--- src/rtl/uart_rx_cfg.sv ---
// Configurable UART receiver: mid-bit sampling, optional parity, one or two stop bits,
// and a single-word holding register handed off with valid/ready plus a sticky overrun flag.
module uart_rx_cfg #(
  parameter int CLKS_PER_BIT = 1250,
  parameter int DATA_BITS    = 8,
  parameter int PARITY       = 0,
  parameter int STOP_BITS    = 1
) (
  input  logic                 clk,
  input  logic                 rst_n,
  input  logic                 rx,
  output logic [DATA_BITS-1:0] rx_data,
  output logic                 rx_valid,
  input  logic                 rx_ready,
  output logic                 parity_err,
  output logic                 frame_err,
  output logic                 overrun,
  output logic                 busy,
  output logic [2:0]           o_dbg_state
);

  localparam int CW = $clog2(CLKS_PER_BIT);
  localparam int BW = $clog2(DATA_BITS + 1);

  localparam logic [CW-1:0] HALF_LAST = CW'(CLKS_PER_BIT / 2 - 1);
  localparam logic [CW-1:0] BIT_LAST  = CW'(CLKS_PER_BIT - 1);
  localparam logic [BW-1:0] DATA_LAST = BW'(DATA_BITS - 1);
  localparam logic [BW-1:0] STOP_LAST = BW'(STOP_BITS - 1);

  typedef enum logic [2:0] {
    S_IDLE      = 3'd0,
    S_START     = 3'd1,
    S_DATA      = 3'd2,
    S_PARITY    = 3'd3,
    S_STOP      = 3'd4,
    S_WAIT_HIGH = 3'd5
  } state_t;

  state_t               r_state;
  state_t               w_state_nxt;
  logic [1:0]           r_sync;
  logic [1:0]           r_live;
  logic                 r_armed;
  logic [CW-1:0]        r_cnt;
  logic [BW-1:0]        r_bit;
  logic [DATA_BITS-1:0] r_shift;
  logic                 r_perr;
  logic                 r_ferr;

  logic w_rx_s;
  logic w_tick_half;
  logic w_tick_bit;
  logic w_frame_start;
  logic w_shift_en;
  logic w_par_en;
  logic w_stop_en;
  logic w_complete;
  logic w_cnt_run;

  assign w_rx_s      = r_sync[1];
  assign w_tick_half = (r_cnt == HALF_LAST);
  assign w_tick_bit  = (r_cnt == BIT_LAST);
  assign busy        = (r_state != S_IDLE);
  assign o_dbg_state = r_state;

  // The synchronizer resets to 1, so a start is only armed once a genuine
  // high line level has propagated through both flops after reset.
  always_ff @(posedge clk) begin
    if (!rst_n) begin
      r_sync  <= 2'b11;
      r_live  <= 2'b00;
      r_armed <= 1'b0;
    end else begin
      r_sync <= {r_sync[0], rx};
      r_live <= {r_live[0], 1'b1};
      if (r_live[1] && w_rx_s) begin
        r_armed <= 1'b1;
      end
    end
  end

  always_ff @(posedge clk) begin
    if (!rst_n) begin
      r_state <= S_IDLE;
    end else begin
      r_state <= w_state_nxt;
    end
  end

  always_comb begin
    w_state_nxt   = r_state;
    w_frame_start = 1'b0;
    w_shift_en    = 1'b0;
    w_par_en      = 1'b0;
    w_stop_en     = 1'b0;
    w_complete    = 1'b0;
    case (r_state)
      S_IDLE: begin
        if (r_armed && !w_rx_s) begin
          w_state_nxt   = S_START;
          w_frame_start = 1'b1;
        end
      end
      S_START: begin
        if (w_tick_half) begin
          w_state_nxt = w_rx_s ? S_IDLE : S_DATA;
        end
      end
      S_DATA: begin
        if (w_tick_bit) begin
          w_shift_en = 1'b1;
          if (r_bit == DATA_LAST) begin
            w_state_nxt = (PARITY != 0) ? S_PARITY : S_STOP;
          end
        end
      end
      S_PARITY: begin
        if (w_tick_bit) begin
          w_par_en    = 1'b1;
          w_state_nxt = S_STOP;
        end
      end
      S_STOP: begin
        if (w_tick_bit) begin
          w_stop_en = 1'b1;
          if (r_bit == STOP_LAST) begin
            w_complete  = 1'b1;
            w_state_nxt = w_rx_s ? S_IDLE : S_WAIT_HIGH;
          end
        end
      end
      S_WAIT_HIGH: begin
        if (w_rx_s) begin
          w_state_nxt = S_IDLE;
        end
      end
      default: w_state_nxt = S_IDLE;
    endcase
  end

  // The bit-period counter restarts on every state change and every sample point.
  assign w_cnt_run = (r_state != S_IDLE) && (r_state != S_WAIT_HIGH) &&
                     (w_state_nxt == r_state) && !w_tick_bit;

  always_ff @(posedge clk) begin
    if (!rst_n) begin
      r_cnt <= '0;
    end else if (w_cnt_run) begin
      r_cnt <= r_cnt + CW'(1);
    end else begin
      r_cnt <= '0;
    end
  end

  // r_bit counts data bits, then is reused to count stop bits.
  always_ff @(posedge clk) begin
    if (!rst_n) begin
      r_bit   <= '0;
      r_shift <= '0;
      r_perr  <= 1'b0;
      r_ferr  <= 1'b0;
    end else begin
      if (w_frame_start) begin
        r_bit  <= '0;
        r_perr <= 1'b0;
        r_ferr <= 1'b0;
      end else if (w_shift_en) begin
        r_bit   <= (r_bit == DATA_LAST) ? '0 : r_bit + BW'(1);
        r_shift <= {w_rx_s, r_shift[DATA_BITS-1:1]};
      end else if (w_par_en) begin
        r_perr <= (^r_shift) ^ w_rx_s ^ (PARITY == 1);
      end else if (w_stop_en) begin
        r_bit <= r_bit + BW'(1);
        if (!w_rx_s) begin
          r_ferr <= 1'b1;
        end
      end
    end
  end

  // Hand-off: the word transfers on any rising edge where rx_valid && rx_ready;
  // rx_valid never drops without that handshake, and a completion that finds the
  // word still unaccepted replaces it and raises the sticky overrun flag.
  always_ff @(posedge clk) begin
    if (!rst_n) begin
      rx_data    <= '0;
      rx_valid   <= 1'b0;
      parity_err <= 1'b0;
      frame_err  <= 1'b0;
      overrun    <= 1'b0;
    end else if (w_complete) begin
      rx_data    <= r_shift;
      parity_err <= r_perr;
      frame_err  <= r_ferr | ~w_rx_s;
      rx_valid   <= 1'b1;
      if (rx_valid && !rx_ready) begin
        overrun <= 1'b1;
      end
    end else if (rx_valid && rx_ready) begin
      rx_valid   <= 1'b0;
      parity_err <= 1'b0;
      frame_err  <= 1'b0;
      overrun    <= 1'b0;
    end
  end

endmodule

--- config.mk ---
export PLATFORM = sky130hd
export DESIGN_NAME = uart_rx_cfg
export DESIGN_NICKNAME = d
export VERILOG_FILES = /design/src/rtl/uart_rx_cfg.sv
export SDC_FILE = /design/constraint.sdc
export NUM_CORES = 1
export LEC_CHECK = 0
export ABC_AREA = 1
export BUFFER_PORTS_ARGS = -buffer_cell sky130_fd_sc_hd__buf_2
export CORE_ASPECT_RATIO = 0.6
export CORE_MARGIN = 1.5
export CORE_UTILIZATION = 30
export CTS_CLUSTER_DIAMETER = 50
export CTS_CLUSTER_SIZE = 30
export DETAILED_ROUTE_END_ITERATION = 8
export PLACE_DENSITY = 0.53
export SLEW_MARGIN = 10
export SYNTH_ARGS = -nofsm -noshare
export SYNTH_HDL_FRONTEND = slang
export SYNTH_SLANG_ARGS = --single-unit
export TNS_END_PERCENT = 50
--- constraint.sdc ---
create_clock -name clk -period 5.5 [get_ports clk]
set_clock_uncertainty 0.1 [all_clocks]
set_input_delay 0.825 -clock clk [delete_from_list [all_inputs] [get_ports clk]]
set_output_delay 0.825 -clock clk [all_outputs]
set_load 0.05 [all_outputs]
=== After elaboration in Yosys (flattened, before gate mapping) ===
Index checks and enable logic that the tools add are counted.
W data, S select, Z words.

* Bits in registers: 45
* Bits of input ports: 4
* Logic and storage cells: 90

* $add $sub $neg: 2
* Equal/unequal tests: 12
* Muxes and demuxes: 31
* Bitwise operators: 7
* Reductions and logical operators: 23

{| class="wikitable"
|+ Operators with widths
! cell !! count
|-
| $mux W3 || 9
|-
| $pmux W3 S6 || 1
|-
| $mux W1 || 16
|-
| $mux W4 || 4
|-
| $add A11 B1 Y11 const B || 1
|-
| $eq A11 B10 Y1 const B || 1
|-
| $eq A11 B11 Y1 const B || 1
|-
| $reduce_and A2 Y1 || 5
|-
| $reduce_xor A8 Y1 || 1
|-
| $logic_and A1 B1 Y1 || 7
|-
| $eq A3 B2 Y1 const B || 2
|-
| $eq A3 B3 Y1 const B || 2
|-
| $not A1 Y1 || 5
|-
| $add A4 B1 Y4 const B || 1
|-
| $eq A4 B3 Y1 const B || 1
|-
| $logic_not A4 Y1 || 1
|-
| $reduce_and A4 Y1 || 1
|-
| $reduce_bool A2 Y1 || 2
|-
| $eq A3 B1 Y1 const B || 1
|-
| $eq A3 B3 Y1 || 1
|-
| $logic_not A1 Y1 || 3
|-
| $logic_not A3 Y1 || 1
|-
| $ne A3 B3 Y1 const B || 1
|-
| $reduce_bool A3 Y1 || 1
|-
| other kinds (6) || 6
|}

=== Logic depth before layout (Yosys ltp) ===
Gate-level depths: netlist (run 1).

* Depth after elaboration: 8
* Gate-level depth with buffers: 14

=== Worst setup path before layout (run 1) ===
No wires, ideal clock.

* Kind: reg2reg
* From: register r_state[0], in the netlist o_dbg_state[0]
* To: register r_cnt[0]
* Library setup time: 0.117 ns
* Data arrival time: 1.937 ns
* Setup slack: 3.347 ns
* Cell stages (with the launch flop): 13
* Buffers on the path: 1
* Period minus slack after synthesis: 2.153 ns
* Path through: dfxtp_1 inv_1 nand3_2 nor2_2 nor2_4 nand2_2 nor2_4 nand2_1 nand2_1 nand2_1 nand2_2 buf_6 nor2_2

{| class="wikitable"
|+ RTL lines
! item !! RTL line !! RTL
|-
| start, declared || 39 || <nowiki>state_t r_state;</nowiki>
|-
| start signal, assigned || 86 || <nowiki>r_state <= w_state_nxt;</nowiki>
|-
| $reduce_bool A3 Y1 || -- ||
|-
| via busy || 18 || <nowiki>output logic busy,</nowiki>
|-
| $logic_and A1 B1 Y1 (2 in a row) || 142 || <nowiki>assign w_cnt_run = (r_state != S_IDLE) && (r_state != S_WAIT_HIGH) &&</nowiki>
|-
| $logic_and A1 B1 Y1 || 143 || <nowiki>(w_state_nxt == r_state) && !w_tick_bit;</nowiki>
|-
| $reduce_and A2 Y1 (no line) || -- ||
|-
| end signal, assigned || 149 || <nowiki>r_cnt <= r_cnt + CW'(1);</nowiki>
|-
| end, declared || 44 || <nowiki>logic [CW-1:0] r_cnt;</nowiki>
|}

The timed path passes the listed nets, and every way through them passes these cells.
A chain may end at the register's enable or synchronous reset.

=== Final worst setup path (run 1) ===
* From: register r_state[0], in the netlist o_dbg_state[0]
* To: output port busy

* Word-level cells in the longest chain between the ends: 1

{| class="wikitable"
|+ Ends and longest elaborated chain
! item !! RTL line !! RTL
|-
| $reduce_bool A3 Y1 || 63 || <nowiki>assign busy = (r_state != S_IDLE);</nowiki>
|-
| end, declared || 18 ||
|}

No other way between the ends.

==> run summary, run 1 <==
Drt first-iter violations: 99
Via count: 1,777
Cts hold-fix bufs: 0
Pleak: 0.00105 uW
CTS resizes: 0
Crit path arrival time: 1.26 ns
Setup crit start: o_dbg_state[0]$_SDFF_PN0_
WP data required: 4.58 ns
Hold path endpoint: r_sync[1]$_SDFF_PN1_
Tot GR Track Use: 12.7%
Cell variety after synth: 31
Rows: 24
Initial antenna violation count: 0
Max FO, Critical Path: 7
R2R Setup Slk: 3.32 ns
CTS tree: done
RSZ-0062 raised after global routing: false
Min-delay worst type: reg -> reg
Mapped Nets: 301
# setup viols final: 0
# Post-CTS Setup Buffers: 0
DRC Markers: 0
Final Hold Vio Count: 0
Initial Util: 30.7%
Clock sink total: 45
Root Buffer: clkbuf_16
Top post-synthesis cells by area: dfxtp_1 41%, nand2_1 7.5%, nor2_1 5.8%, inv_1 5.6%, a21oi_1 4.5%
Area leader, netlist: dfxtp_1
Fin crit share: 39.8%
ANT nets after route: 0
Multi-input logic area: 0.00113 mm2
HPWL Detailed: 3.58 mm
CTS Buf Count: 5
Final max-slew violation count: 0
Synth Cell Area: 0.00222 mm2
Yosys Warn Count: 0
Status: finished clean
Die H: 69.6 um
Sequential element share of the synthesized area: 40.7%
Post-synthesis cell count: 292
DIE AREA: 0.00793 mm2
Worst vdd ir: 0.0948 mV
Rel. slew slack: 59.1%
Hold depth: 1
GP Congestion: 0.856
Seq. cell area: 901 um2
Gr ovfl total: 0
Worst Max-Slew Pin Slew: 0.611 ns
Layout Nets: 323
WL final: 4.72 mm
Startpoint Class: flip-flop
Synth top area share: 40.7%
I/O pins: 20
Max cap viols: 0
Avg Cell Area, Syn: 7.59 um2
Clock latency on the worst-skew pair: 0.29 ns
Die width: 114 um
Worst reg2reg path depth: 10
Hold_sp: r_sync[0]$_SDFF_PN1_
Critical path class: reg -> out
Largest net degree at the start of global routing: 19
Clk buf depth: 2
Core ar.: 0.00721 mm2
Buffers added on ports: 19
Pwr Density: 266 mW/mm2
Seq cells post-synth: 45
Clock Pin Slew Worst Setup and Hold Paths: 0.06 ns
Crit end category: primary output
Maximum clock rate: 457 MHz
N_diodes: 0
Worst r2r src: r_cnt[0]$_SDFF_PN0_
Vias per cell: 4.39
DR pass1 iterations: 4
Clock period minus worst slack: 2.19 ns
Max H-tree Level: 2
Synthesis-to-layout area growth: 15.5%
Vias in the first global route: 1,554
First-pass GRT wire length: 7.79 mm
Setup TNS: 0 ns
Fill count: 767
Drt wl/cell: 11.6 um
Worst hold slack: 0.312 ns
Layout cells sized above 1: 22.0%
Fin util: 35.5%
RR Endpoint: frame_err$_SDFFE_PN0P_
sequential cells by signal, summed over array words and instances (netlist names):
register,cells
r_cnt,11
r_shift,8
rx_data,8
r_bit,4
o_dbg_state,3
r_live,2
r_sync,2
frame_err,1
overrun,1
parity_err,1
r_armed,1
r_ferr,1
r_perr,1
rx_valid,1
layer usage:
metal  wire length [um]  vias up  global-route usage (%)
li1                   -      969                       -
met1               2970      780                    22.8
met2               1510       26                    13.4
met3                209        2                    2.80
met4                 20        0                    3.75
met5                  0        -                       0
how the worst max path moves through the flow:
stage,slack [ns],cells past startpoint,end
6_report,3.31,3,busy
5_1_grt,3.10,10,frame_err$_SDFFE_PN0P_
3_5_place_dp,3.33,10,parity_err$_SDFFE_PN0P_
3_3_place_gp,3.42,10,parity_err$_SDFFE_PN0P_
4_1_cts,3.31,3,busy
2_1_floorplan,3.35,12,r_cnt[0]$_SDFF_PN0_
synthesized netlist by cell type:
library cell / instances
o21ai_2: 1
xnor2_1: 7
xor2_1: 9
nor3_1: 6
nand3_4: 1
buf_4: 1
nand3_1: 17
nor2_4: 5
nor3_2: 1
clkbuf_1: 2
nand2_2: 5
o21ai_1: 7
nor2_1: 34
buf_6: 1
nand3b_1: 1
ha_1: 5
dfxtp_1: 45
nor3_4: 1
nand2b_1: 1
nand4_1: 2
nor4_1: 1
o21ai_0: 10
a21oi_1: 20
a211oi_1: 3
or2_2: 3
nand3_2: 3
nor2_2: 13
and3b_2: 1
inv_1: 33
inv_2: 9
nand2_1: 44
cell families after synthesis:
group	synth area share, %
and+or+nand+nor	32.1
buffers and inverters	8.30
DFF	40.7
AOI/OAI and AO/OA	9.77
xor gates and xnor gates	6.32
adders and majority gates	2.82
area by class of cell:
type / count / share of cell area [%]
Clock inverter: 2 / 1.37
Multi-Input combinational cell: 201 / 44.2
Timing Repair Buffer: 19 / 3.72
Clock buffer: 5 / 4.89
Inverter: 42 / 6.16
Sequential cell: 45 / 35.2
Tap cell: 91 / 4.45
critical path: stages, from the launching register on:
cell     delay, ns
dfxtp_1       0.39
inv_1         0.17
nand3_2       0.14
buf_2         0.27
report_power, final:
part	internal (uW)	total (uW)	switching [uW]	leakage, uW
Sequential	328	330	1.61	0.000364
Clock	211	336	125	0.0000797
Combinational	4.22	14.1	9.90	0.000612
Total	543	680	137	0.00105
placed cells by master (no fill, tap or decap), types with 2 or more instances in the layout:
cell type	count
a211oi_1	3
a21oi_1	20
buf_2	19
clkbuf_16	5
dfxtp_1	45
ha_1	5
inv_1	33
inv_2	9
nand2_1	44
nand2_2	5
nand3_1	17
nand3_2	3
nand4_1	2
nor2_1	34
nor2_2	13
nor2_4	5
nor3_1	6
o21ai_0	10
o21ai_1	7
or2_2	3
xnor2_1	7
xor2_1	9
stage by stage:
| stage | total power, uW | area (um2) | cells | setup slack (ns) |
|---|---|---|---|---|
| 6_report | 680 | 2560 | 405 | 3.31 |
| 5_1_grt | 700 | 2560 | 405 | 3.10 |
| 4_1_cts | 686 | 2560 | 405 | 3.31 |
| 3_5_place_dp | 351 | 2400 | 398 | 3.33 |
| 3_3_place_gp | 351 | 2400 | 398 | 3.42 |
| 2_1_floorplan | 347 | 2220 | 292 | 3.35 |
(Power assumes the default switching activity.)
==> run 2: changes to the inputs <==
==> constraint.sdc (replaced) <==
create_clock -name clk -period 2.18 [get_ports clk]
set_clock_uncertainty 0.1 [all_clocks]
set_input_delay 0.327 -clock clk [delete_from_list [all_inputs] [get_ports clk]]
set_output_delay 0.327 -clock clk [all_outputs]
set_load 0.05 [all_outputs]
==> run 2 against run 1 <==
- final area up 1.2%
- non-clock buffer count increased by 4
- final cell count is 0.99% higher
- clock power is 150% higher
- sequential power grew to 2.5 times the previous value
- worst hold slack worse by 0.18 ns
- setup slack lost 3.1 ns
- total power grew 150%
- largest power group is now registers
- highest routed layer unchanged
==> run summary, run 2 (same netlist as run 1, synthesis figures left out) <==
Crit path arrival time: 2.04 ns
Layout Nets: 327
First-pass GRT wire length: 7.85 mm
DIE AREA: 0.00793 mm2
Clock period minus worst slack: 1.98 ns
Root Buffer: clkbuf_16
Min-delay worst type: in -> reg
Fill count: 756
Initial Util: 30.7%
Status: finished clean
P_sw: 327 uW
Placed cell count: 402
Final cell count without fillers: 409
Max FO, Critical Path: 11
CTS resizes: 0
Switching share of power: 19.2%
Pwr Density: 657 mW/mm2
Rel. slew slack: 71.8%
RSZ-0062 raised after global routing: false
Combinational power share: 2.3%
Vias in the first global route: 1,629
WL final: 4.50 mm
Cts hold-fix bufs: 0
Max FFs per register: 11
Pleak: 0.00108 uW
Buffers added on ports: 19
Rows: 24
Drt first-iter violations: 60
Clock power frac: 48.8%
Max cap viols: 0
Clock Pin Slew Worst Setup and Hold Paths: 0.06 ns
Vias per cell: 4.40
Largest net degree at the start of global routing: 14
Fin crit share: 90.7%
Final max-slew violation count: 0
# setup viols final: 0
DRC Markers: 0
Critical path class: reg -> reg
# Post-CTS Setup Buffers: 0
GP Congestion: 0.811
CTS tree: done
Placement Cell Area: 0.00243 mm2
Initial antenna violation count: 0
Gr ovfl total: 0
Clock latency on the worst-skew pair: 0.28 ns
Maximum clock rate: 506 MHz
CTS Buf Count: 5
Clock sink total: 45
Core ar.: 0.00721 mm2
Top flop regs: r_cnt: 11 flops, r_shift: 8 flops, rx_data: 8 flops
N_diodes: 0
Via count: 1,799
Crit end category: flip-flop
Synthesis-to-layout area growth: 16.8%
I/O pins: 20
Commonest non-fill, non-tap cell in the layout: dfxtp_1
Startpoint Class: flip-flop
DR pass1 iterations: 5
Clk buf depth: 2
HPWL Detailed: 3.46 mm
Most frequent cells in the layout: 45 x dfxtp_1, 44 x nand2_1, 34 x nor2_1, 33 x inv_1, 20 x a21oi_1
Layout cells sized above 1: 23.0%
Worst Max-Slew Pin Slew: 0.423 ns
WP data required: 2.24 ns
Drt wl/cell: 11.0 um
Max H-tree Level: 2
Worst vdd ir: 0.278 mV
ANT nets after route: 0
Final Cell Area: 0.00259 mm2
Final Hold Vio Count: 0
Tot GR Track Use: 12.4%
Setup TNS: 0 ns
Largest reg by FF count: r_cnt
Die H: 69.6 um
Sequential share of power: 48.9%
Pint: 1370 uW
Die width: 114 um
## run 2: cell types whose count changed in the layout (fill, tap and decap cells not counted), sizes merged
cell	before	now
buf	19	23
## run 2: path summary, 6_finish.rpt
path                                          start              endpoint  slack [ns]  cells after the start
worst min-delay path                             rx  r_sync[0]$_SDFF_PN1_        0.13                      2
worst max register to register  r_cnt[0]$_SDFF_PN0_   r_cnt[7]$_SDFF_PN0_        0.20                     12
worst max-delay path            r_cnt[0]$_SDFF_PN0_   r_cnt[7]$_SDFF_PN0_        0.20                     12
worst min register to register    r_live[0]$_DFF_P_  r_live[1]$_SDFF_PN0_        0.31                      2
## run 2: routing by layer
metal	vias up	GRT usage, %	wire, um
met5	-	0	0
met2	28	14.9	1560
met4	0	3.33	22
met1	796	20.7	2720
li1	973	-	-
met3	2	3.15	200
## run 2: final cells by class
| class | count | area [um2] | area share [%] |
|---|---|---|---|
| repair buffers | 23 | 125 | 4.83 |
| well taps | 91 | 114 | 4.40 |
| clock buffers | 5 | 125 | 4.83 |
| clock inverters | 2 | 35.0 | 1.35 |
| inverters | 42 | 158 | 6.09 |
| flip-flops and latches | 45 | 901 | 34.8 |
| multi-input cells | 201 | 1130 | 43.7 |
## run 2: critical path, cell delays in order (launching register included)
cell	delay, ns
dfxtp_1	0.41
ha_1	0.22
nand2_1	0.10
nor2_4	0.14
nand3_4	0.14
nand2_2	0.11
nand2_2	0.06
nor2_4	0.10
nand2_1	0.06
nand2_1	0.05
nand2_1	0.06
nand2_2	0.25
nor2_1	0.06
## run 2: power groups by stage
| stage | registers, uW | logic [uW] | clock network, uW |
|---|---|---|---|
| global placement | 850 | 38.8 | 0 |
| detailed placement | 850 | 39.2 | 0 |
| CTS | 831 | 39.3 | 857 |
| floorplan | 850 | 24.2 | 0 |
| global route | 831 | 44.0 | 884 |
| finish | 831 | 39.3 | 829 |
## run 2: metrics by stage
stage | hold WS (ns) | util [%] | power (uW) | setup slack, ns
after floorplan | 0.255 | - | 874 | 0.0265
after global placement | 0.296 | 33.7 | 889 | 0.245
after detailed placement | 0.298 | 33.7 | 889 | 0.186
after CTS | 0.121 | 35.9 | 1730 | 0.174
after global routing | 0.123 | 35.9 | 1760 | 0.0507
final | 0.129 | 35.9 | 1700 | 0.203
==> run 3: changes to the inputs <==
--- a/config.mk
+++ b/config.mk
@@ -6,14 +6,14 @@
 export NUM_CORES = 1
 export LEC_CHECK = 0
 export ABC_AREA = 1
-export BUFFER_PORTS_ARGS = -buffer_cell sky130_fd_sc_hd__buf_2
+export BUFFER_PORTS_ARGS = -buffer_cell sky130_fd_sc_hd__buf_4
 export CORE_ASPECT_RATIO = 0.6
 export CORE_MARGIN = 1.5
-export CORE_UTILIZATION = 30
+export CORE_UTILIZATION = 58
 export CTS_CLUSTER_DIAMETER = 50
 export CTS_CLUSTER_SIZE = 30
 export DETAILED_ROUTE_END_ITERATION = 8
-export PLACE_DENSITY = 0.53
+export PLACE_DENSITY = 0.85
 export SLEW_MARGIN = 10
 export SYNTH_ARGS = -nofsm -noshare
 export SYNTH_HDL_FRONTEND = slang
==> run 3 against run 2 <==
- final area fell by 1.7%
- wire length rose by 1.3%
- total power fell by 4.6%
- maximum frequency fell by 2.2%
- first-iteration DRC count rose by 140%
- clock-buffer cell count did not move
- final cell count fell by 11%
- setup slack got worse by 0.045 ns
- critical endpoint unchanged
- largest cell class unchanged
==> run summary, run 3 (same netlist as run 1, synthesis figures left out) <==
Max FO, Critical Path: 11
DRC Markers: 0
Max cap viols: 0
Critical path class: reg -> reg
Slowest stage cell, crit path: dfxtp_1
Pre-CTS setup slack: 0.184 ns
PnR worst setup slack: 0.157 ns
Via count: 1,899
Largest reg by FF count: r_cnt
Worst Max-Slew Pin Slew: 0.452 ns
# Post-CTS Setup Buffers: 0
Crit end category: flip-flop
Worst reg2reg path depth: 12
Drt wl/cell: 12.5 um
Setup TNS: 0 ns
DIE AREA: 0.00421 mm2
First-pass GRT wire length: 7.78 mm
Worst r2r src: r_cnt[0]$_SDFF_PN0_
CTS tree: done
Final Cell Area: 0.00254 mm2
WP data required: 2.27 ns
RR Endpoint: r_cnt[7]$_SDFF_PN0_
HPWL Detailed: 3.21 mm
Commonest non-fill, non-tap cell in the layout: dfxtp_1
Maximum clock rate: 494 MHz
Top flop regs: r_cnt: 11 flops, r_shift: 8 flops, rx_data: 8 flops
Buffers added on ports: 19
Drt first-iter violations: 141
R2R Setup Slk: 0.16 ns
Clock latency on the worst-skew pair: 0.30 ns
CTS resizes: 0
Most frequent CP cell: nand2_1
Vias per cell: 5.22
GP Congestion: 0.925
Crit path arrival time: 2.11 ns
Die H: 50.9 um
Pleak: 0.00105 uW
Worst setup path end: r_cnt[7]$_SDFF_PN0_
Clock period minus worst slack: 2.02 ns
Core ar.: 0.00366 mm2
Die width: 82.8 um
Startpoint Class: flip-flop
Final max-slew violation count: 0
Rel. slew slack: 69.8%
CTS Buf Count: 5
Root Buffer: clkbuf_8
Fin crit share: 92.8%
CP max stage delay: 0.43 ns
ANT nets after route: 0
Tot GR Track Use: 25.0%
Vias in the first global route: 1,677
Min-delay worst type: in -> reg
Layout cells sized above 1: 22.7%
Initial Util: 60.6%
Clock Pin Slew Worst Setup and Hold Paths: 0.08 ns
Most frequent cells in the layout: 45 x dfxtp_1, 44 x nand2_1, 34 x nor2_1, 33 x inv_1, 21 x buf_4
Placed cell count: 356
Synthesis-to-layout area growth: 14.8%
Initial antenna violation count: 0
RSZ-0062 raised after global routing: false
Rows: 17
Status: finished clean
Setup crit start: r_cnt[0]$_SDFF_PN0_
Worst vdd ir: 0.384 mV
Clk buf depth: 2
I/O pins: 20
DR pass1 iterations: 4
Worst hold slack: 0.107 ns
Max FFs per register: 11
Layout Nets: 325
Crit-path cells: ha_1, nand2_1, nor2_4, nand3_4, nand2_2, nand2_2, nor2_4, nand2_1, nand2_1, nand2_1, nand2_2, nor2_1
Cts hold-fix bufs: 0
Placement Cell Area: 0.00241 mm2
Largest net degree at the start of global routing: 19
Pwr Density: 637 mW/mm2
# setup viols final: 0
Gr ovfl total: 0
WL final: 4.56 mm
Clock sink total: 45
Final Hold Vio Count: 0
Max H-tree Level: 2
N_diodes: 0
Final cell count without fillers: 364
==> run 3: changes by cell type in the layout (fill, tap and decap cells not counted), sizes merged <==
cell / previous run / this run
buf: 23 / 21
bufinv: 1 / 2
clkinv: 1 / 0
inv: 42 / 43
==> run 3: worst min path at each step <==
| stage | startpoint | end | depth (start not counted) |
|---|---|---|---|
| 3_5_place_dp | r_live[0]$_DFF_P_ | r_live[1]$_SDFF_PN0_ | 2 |
| 5_1_grt | rx | r_sync[0]$_SDFF_PN1_ | 2 |
| 4_1_cts | rx | r_sync[0]$_SDFF_PN1_ | 2 |
| 2_1_floorplan | rst_n | r_live[0]$_DFF_P_ | 0 |
| 3_3_place_gp | r_live[0]$_DFF_P_ | r_live[1]$_SDFF_PN0_ | 2 |
| 6_report | rx | r_sync[0]$_SDFF_PN1_ | 2 |
==> run 3: metal layers <==
| metal | global-route usage (%) | vias up | routed length [um] |
|---|---|---|---|
| met4 | 9.44 | 0 | 67 |
| met3 | 6.25 | 7 | 358 |
| met2 | 34.7 | 67 | 1800 |
| met5 | 0 | - | 0 |
| met1 | 36.8 | 849 | 2330 |
| li1 | - | 976 | - |
==> run 3: through the flow <==
stage / total power [uW] / util [%]
after floorplan: 874 / -
after global placement: 888 / 65.8
after detailed placement: 889 / 65.8
after CTS: 1640 / 69.5
after global routing: 1680 / 69.5
final: 1620 / 69.5
==> run 3: critical path: cells and delay by family, from the launching register on <==
family,cells,cell delay [ns]
fa+ha+maj,1,0.23
flops,1,0.43
simple gates,11,1.15
==> run 3: power by group <==
group          internal, uW  switching, uW
clock network           461            290
registers               827           4.24
logic                  13.8           25.2
total                  1300            320
==> run 3: area by class of cell <==
type	count	area, um2
sequential	45	901
clock inverter	3	68.8
clock buffer	5	68.8
fill	290	1110
multi-input combinational	201	1130
tap	47	58.8
inverter	42	158
timing repair buffer	21	158
